==> config.mk <==
export PLATFORM = sky130hd
export DESIGN_NAME = serial_work_transmit
export DESIGN_NICKNAME = d
export VERILOG_FILES = /design/src/rtl/serial_work_transmit.sv
export SDC_FILE = /design/constraint.sdc
export NUM_CORES = 1
export LEC_CHECK = 0
export BUFFER_PORTS_ARGS = -buffer_cell sky130_fd_sc_hd__buf_2
export CORE_ASPECT_RATIO = 1.4
export CORE_MARGIN = 3
export CORE_UTILIZATION = 59
export CTS_CLUSTER_SIZE = 24
export DETAILED_ROUTE_END_ITERATION = 8
export GPL_ROUTABILITY_DRIVEN = 0
export PLACE_DENSITY = 0.86
export SLEW_MARGIN = 20
export SYNTH_ARGS = -nofsm -noshare
export SYNTH_HDL_FRONTEND = slang
export SYNTH_SLANG_ARGS = --single-unit
==> constraint.sdc <==
create_clock -name clk -period 5.45 [get_ports clk]
set_input_delay 1.3625 -clock clk [delete_from_list [all_inputs] [get_ports clk]]
set_output_delay 1.3625 -clock clk [all_outputs]
set_load 0.03 [all_outputs]
==> src/rtl/serial_work_transmit.sv <==
// Purpose : serialize one work unit {data2, midstate} as 44 bytes of 8N1 UART, LSB byte/bit first,
//           followed by GAP_BITS idle-high bit times.
// Latency : start bit on TxD one cycle after the accepting edge; busy for (440+GAP_BITS)*CLKS_PER_BIT cycles.
// Backpressure: send is only sampled while idle; requests during a frame are dropped, not queued.
// Ports   : clk, reset_in (sync, active-low), send/midstate/data2 (request + work),
//           TxD (registered line), busy (frame in flight), done (1-cycle completion pulse).
module serial_work_transmit #(
  parameter int CLK_FREQ  = 50000000,
  parameter int BAUD_RATE = 115200,
  parameter int GAP_BITS  = 16
) (
  input  logic         clk,
  input  logic         reset_in,
  input  logic         send,
  input  logic [255:0] midstate,
  input  logic [95:0]  data2,
  output logic         TxD,
  output logic         busy,
  output logic         done
);

  localparam int CLKS_PER_BIT = CLK_FREQ / BAUD_RATE;
  localparam int CW = (CLKS_PER_BIT > 1) ? $clog2(CLKS_PER_BIT) : 1;
  localparam logic [CW-1:0] BAUD_LAST = CW'(CLKS_PER_BIT - 1);
  // Gap counter is sized for at least one bit so GAP_BITS=0 still elaborates;
  // in that configuration the GAP state is never entered.
  localparam int GW = (GAP_BITS > 1) ? $clog2(GAP_BITS) : 1;
  localparam logic [GW-1:0] GAP_LAST = GW'((GAP_BITS > 0) ? GAP_BITS - 1 : 0);
  localparam logic [5:0] LAST_BYTE = 6'd43;

  typedef enum logic [2:0] {IDLE, START, DATA, STOP, GAP} state_t;

  state_t         state, state_nxt;
  logic [CW-1:0]  baud_cnt, baud_cnt_nxt;
  logic [2:0]     bit_idx, bit_idx_nxt;
  logic [5:0]     byte_idx, byte_idx_nxt;
  logic [GW-1:0]  gap_idx, gap_idx_nxt;
  logic [351:0]   shreg, shreg_nxt;
  logic           txd_nxt, busy_nxt, done_nxt;
  logic           bit_end;
  logic [2:0]     bit_inc;
  logic [7:0]     cur_byte;

  always_comb begin
    state_nxt    = state;
    baud_cnt_nxt = baud_cnt;
    bit_idx_nxt  = bit_idx;
    byte_idx_nxt = byte_idx;
    gap_idx_nxt  = gap_idx;
    shreg_nxt    = shreg;
    txd_nxt      = TxD;
    busy_nxt     = busy;
    done_nxt     = 1'b0;
    bit_end      = (baud_cnt == BAUD_LAST);
    bit_inc      = bit_idx + 3'd1;
    // The byte on the wire is always the low byte; the register shifts once per stop bit.
    cur_byte     = shreg[7:0];

    // Free-running wrap while a frame is active keeps every bit exactly CLKS_PER_BIT long.
    if (state != IDLE) begin
      baud_cnt_nxt = bit_end ? '0 : baud_cnt + 1'b1;
    end

    case (state)
      IDLE: begin
        txd_nxt = 1'b1;
        if (send && !busy) begin
          shreg_nxt    = {data2, midstate};
          state_nxt    = START;
          txd_nxt      = 1'b0;
          busy_nxt     = 1'b1;
          baud_cnt_nxt = '0;
          bit_idx_nxt  = 3'd0;
          byte_idx_nxt = 6'd0;
          gap_idx_nxt  = '0;
        end
      end
      START: begin
        if (bit_end) begin
          state_nxt   = DATA;
          bit_idx_nxt = 3'd0;
          txd_nxt     = cur_byte[0];
        end
      end
      DATA: begin
        if (bit_end) begin
          if (bit_idx == 3'd7) begin
            state_nxt = STOP;
            txd_nxt   = 1'b1;
          end else begin
            bit_idx_nxt = bit_inc;
            txd_nxt     = cur_byte[bit_inc];
          end
        end
      end
      STOP: begin
        if (bit_end) begin
          shreg_nxt    = {8'h00, shreg[351:8]};
          byte_idx_nxt = byte_idx + 6'd1;
          if (byte_idx == LAST_BYTE) begin
            txd_nxt = 1'b1;
            if (GAP_BITS == 0) begin
              state_nxt = IDLE;
              busy_nxt  = 1'b0;
              done_nxt  = 1'b1;
            end else begin
              state_nxt   = GAP;
              gap_idx_nxt = '0;
            end
          end else begin
            state_nxt = START;
            txd_nxt   = 1'b0;
          end
        end
      end
      GAP: begin
        txd_nxt = 1'b1;
        if (bit_end) begin
          if (gap_idx == GAP_LAST) begin
            state_nxt = IDLE;
            busy_nxt  = 1'b0;
            done_nxt  = 1'b1;
          end else begin
            gap_idx_nxt = gap_idx + 1'b1;
          end
        end
      end
      default: begin
        state_nxt = IDLE;
        txd_nxt   = 1'b1;
        busy_nxt  = 1'b0;
      end
    endcase
  end

  always_ff @(posedge clk) begin
    if (!reset_in) begin
      state    <= IDLE;
      baud_cnt <= '0;
      bit_idx  <= 3'd0;
      byte_idx <= 6'd0;
      gap_idx  <= '0;
      shreg    <= '0;
      TxD      <= 1'b1;
      busy     <= 1'b0;
      done     <= 1'b0;
    end else begin
      state    <= state_nxt;
      baud_cnt <= baud_cnt_nxt;
      bit_idx  <= bit_idx_nxt;
      byte_idx <= byte_idx_nxt;
      gap_idx  <= gap_idx_nxt;
      shreg    <= shreg_nxt;
      TxD      <= txd_nxt;
      busy     <= busy_nxt;
      done     <= done_nxt;
    end
  end

endmodule

Word level (Yosys, flattened, before mapping)
Index checks and enable logic that the tools add are counted.

Register bits: 380. Output and inout bits: 3. Input bits: 355.

$add $sub $neg: 4. Eq/ne operators: 18. Muxes and demuxes: 44. Bitwise gates (word level): 1. $lt $le $gt $ge: 1. Reductions and logical operators: 15.

Operators by type and width (number): 352-bit 2-to-1 mux (2); 352-bit one-hot mux with 2 select lines (1); 3-bit 2-to-1 mux (12); 9-bit 2-to-1 mux (4); 4-bit 2-to-1 mux (5); 2-bit inequality test (second input constant) (10); 3-bit one-hot mux with 5 select lines (1); 6-bit 2-to-1 mux (2); 4-bit one-hot mux with 3 select lines (1); 6-bit one-hot mux with 2 select lines (1); 1-bit 2-to-1 mux (11); 9-bit by 1-bit adder with 9-bit output (second input constant) (1); 9-bit equality test (second input constant) (1); 3-bit one-hot mux with 3 select lines (1); 3-bit AND reduction (3); 3-bit nonzero test (3); 7-bit AND reduction (1); 6-bit by 1-bit adder with 6-bit output (second input constant) (1); 3-bit by 2-bit equality test with 1-bit output (second input constant) (2); 3-bit equality test (second input constant) (2); 6-bit equality test (second input constant) (1); 6-bit AND reduction (1); 5-bit AND reduction (1); 4-bit by 1-bit adder with 4-bit output (second input constant) (1); other kinds (14) (14).

Logic depth before layout (Yosys ltp)
Depth after elaboration: 6. Mapped depth: 10. Depth with buffers taken out: 6.

Worst setup path before layout
OpenSTA, ideal clock, no wires.

Path type: input-to-reg. Start point: in send. End point: reg shreg[100]. Library setup time: 0.133 ns. Cell stages on the path: 9. Data required time: 5.317 ns. Setup slack: 2.511 ns. Arrival: 2.806 ns. Cells stage by stage: or4b_1 > buf_2 > or2_0 > clkbuf_1 > nand2_1 > buf_6 > buf_12 > buf_6 > a311oi_1.

Cells in the longest elaborated chain, start to end: 3.

RTL lines: start: declaration (RTL line 14) `input logic send,`; 1-bit logical AND (RTL line 67) `if (send && !busy) begin`; 2-bit inequality test (no source line); 3-bit AND reduction (no source line); end signal: assignment (RTL line 153) `shreg <= shreg_nxt;`; end: declaration (RTL line 38) `logic [351:0] shreg, shreg_nxt;`.

Every way passes these cells. A chain may end at the register's enable or synchronous reset.

Final worst setup path
Start point: in send. End point: reg shreg[18].

The elaborated chain is that of the path after synthesis.

==> flow_metrics.env <==
export IMPL_rows=73
export IMPL_grt_max_degree=198
export IMPL_start_util_pct=60.4
export IMPL_crit_fanout=43
export IMPL_cts_resized=0
export IMPL_ys_types=58
export IMPL_die_area_mm2=0.0315
export IMPL_yosysMostFrequentCell="nand2_1"
export IMPL_dp_slack_ns=1.47
export IMPL_grt_pass1_wl_um=78300
export IMPL_ant_nets=0
export IMPL_async_flop_share_pct=0
export IMPL_syn_instance_count=2180
export IMPL_htreeDepth=2
export IMPL_core_area_mm2=0.0287
export IMPL_setup_ws_ns=1.94
export IMPL_cts_root_buf="clkbuf_16"
export IMPL_skew_ns=0.0147
export IMPL_area_growth_pct=16.1
export IMPL_dp_hpwl_um=29800
export IMPL_drcViolationCount=0
export IMPL_cts_setup_buffers=0
export IMPL_max_freq_mhz=285
export IMPL_crit_type="primary input to flop"
export IMPL_fin_crit_sh_pct=64.4
export IMPL_rsz0062_at_grt="false"
export IMPL_finalSetupViolations=0
export IMPL_slew_headroom_pct=25.7
export IMPL_drt_total_wl_um=49900
export IMPL_synth_area_mux_share_pct=0.686
export IMPL_hold_viol=0
export IMPL_via_per_inst=6.33
export IMPL_synth_xor_area_share_pct=0.152
export IMPL_vdd_ir_drop_worst_uv=289
export IMPL_ios=358
export IMPL_synth_top_family_by_area="simple AND/OR/NAND/NOR gates"
export IMPL_start_kind="primary input"
export IMPL_ys_flop_type="dfxtp_1"
export IMPL_cts_tree="done"
export IMPL_place_area_mm2=0.0187
export IMPL_maxCapViolations=0
export IMPL_overflow=0
export IMPL_numPortBuffers=357
export IMPL_crit_arrival_ns=3.86
export IMPL_seqCellArea_mm2=0.00761
export IMPL_worstSetupEndpointType="flop"
export IMPL_clock_sink_count=380
export IMPL_multi_input_area_mm2=0.00849
export IMPL_cts_buffers_inserted=38
export IMPL_netlist_top_cells_count="nand2_1, dfxtp_1, nor3_1"
export IMPL_synth_seq_cells=380
export IMPL_dr_pass1_iters=6
export IMPL_grt_util_all_layers_pct=29.3
export IMPL_worstMarginPinSlew_ns=1.11
export IMPL_die_w_um=151
export IMPL_synth_fp_nets=2541
export IMPL_netlist_area_mm2=0.0173
export IMPL_pwr_density_cell_mw_per_mm2=346
export IMPL_synth_top_area_cell="dfxtp_1"
export IMPL_yosys_area_share_adder_pct=0.433
export IMPL_vias=17500
export IMPL_antenna_found_initial=17
export IMPL_routedWlPerCell_um=18.0
export IMPL_critical_path_required_ns=5.80
export IMPL_netlist_top_cells_area="dfxtp_1, a311oi_1, nand2_1, nor3_1, clkbuf_1"
export IMPL_setup_tns_ns=0
export IMPL_fillCellCount=2250
export IMPL_clk_latency_ns=0.53
export IMPL_status="complete, no violations"
export IMPL_fp_dieH_um=209
export IMPL_yosys_warnings=0
export IMPL_synth_simple_area_share_pct=27.9
export IMPL_grt_pass1_vias=16100
export IMPL_synth_edff_count=0
export IMPL_leakagePower_uw=0.00784
export IMPL_hp_class="flop to flop"
export IMPL_finalCriticalPeriod_ns=3.51
export IMPL_syn_area_per_cell_um2=7.95
export IMPL_final_net_count=2711
export IMPL_fin_area_mm2=0.0201
export IMPL_drv_slew=0
export IMPL_netlist_area_leader_share_pct=43.9
export IMPL_cts_hold_buffers=0
export IMPL_clk_pin_slew_worst_paths_ns=0.06
export IMPL_final_layout_size_suffix_gt1_share_pct=19.0
export IMPL_synth_compound_area_share_pct=19.8
export IMPL_drt_iter0_drc=1803
export IMPL_clk_path_buf_depth=3
export IMPL_synth_seq_area_share_pct=43.9
[routing by layer]
metal	track usage [%]	wire length [um]
met5	0	27
met4	14.3	1950
met3	5.10	4080
met2	46.4	24000
met1	38.6	19800
[cell usage in the layout (no fill, tap or decap), types with 2 or more instances in the layout]
cell type / instances
nand2_1: 712
dfxtp_1: 380
buf_2: 357
nor3_1: 347
a311oi_1: 346
clkbuf_16: 39
a21oi_1: 22
nand3_1: 21
diode_2: 17
buf_12: 11
nor2_1: 9
bufinv_16: 9
buf_4: 8
o21ai_0: 7
ha_1: 6
clkbuf_1: 6
clkbuf_8: 6
o211ai_1: 5
nor3b_1: 4
mux2i_1: 4
o211a_1: 4
and3_1: 4
clkinv_2: 4
inv_1: 3
nand4b_1: 3
a21o_1: 3
nor4_1: 3
mux2_2: 3
o22ai_1: 3
o2111ai_1: 2
a2111o_1: 2
nand2b_1: 2
nor2b_1: 2
nand3b_1: 2
or3_1: 2
xnor2_1: 2
a211oi_1: 2
and2_1: 2
mux4_2: 2
clkinvlp_4: 2
[path summary, 6_finish.rpt]
check,slack [ns],end,startpoint,cells after the start
setup reg to reg,2.22,shreg[175]$_SDFFE_PN0P_,state[0]$_SDFFE_PN0P_,5
hold reg to reg,0.47,shreg[351]$_SDFFE_PN0P_,shreg[351]$_SDFFE_PN0P_,2
setup / recovery,1.94,shreg[18]$_SDFFE_PN0P_,send,6
hold / removal,0.47,shreg[351]$_SDFFE_PN0P_,shreg[351]$_SDFFE_PN0P_,2
[logic make-up after synthesis]
kind of cell	after synthesis
flip-flops	380
buffers and inverters	250
AO/OA/AOI/OAI	405
adder cells (fa/ha/maj)	6
AND/OR/NAND/NOR	1127
XOR/XNOR	3
multiplexers	9
[worst max-delay path, stage by stage]
cell and delay [ns]:
buf_2 0.10, or4b_1 0.63, or2_0 0.56, nand2_4 0.59, buf_4 0.43, a311oi_1 0.16
[area by class of cell]
cell class | instances | share of cell area, %
Multi-Input combinational cell | 1550 | 42.2
Sequential cell | 380 | 37.8
Timing Repair Buffer | 376 | 10.3
Clock buffer | 51 | 5.38
Tap cell | 375 | 2.33
Clock inverter | 17 | 1.64
Antenna cell | 17 | 0.212
Inverter | 4 | 0.112
[flip-flops by register name, indices dropped and copies added (netlist names)]
name and flops:
shreg 352, done 1, bit_idx 3, baud_cnt 9, TxD 1, byte_idx 6, state 3, gap_idx 4
busy 1
[through the flow]
| step | hold WS [ns] | util, % | total power [uW] | instances |
|---|---|---|---|---|
| 2_1_floorplan | 0.438 | - | 3800 | 2180 |
| 3_3_place_gp | 0.448 | 65.1 | 4000 | 2685 |
| 3_5_place_dp | 0.463 | 65.1 | 4040 | 2685 |
| 4_1_cts | 0.473 | 70.0 | 6960 | 2753 |
| 5_1_grt | 0.499 | 70.1 | 7190 | 2768 |
| 6_report | 0.473 | 70.1 | 6950 | 2770 |
[power breakdown]
group | switching, uW | internal [uW] | total (uW) | leakage, uW
logic | 452 | 384 | 836 | 0.00402
clock network | 1120 | 1830 | 2950 | 0.000685
registers | 141 | 3030 | 3170 | 0.00313
total | 1710 | 5240 | 6950 | 0.00784
(Power assumes the default switching activity.)
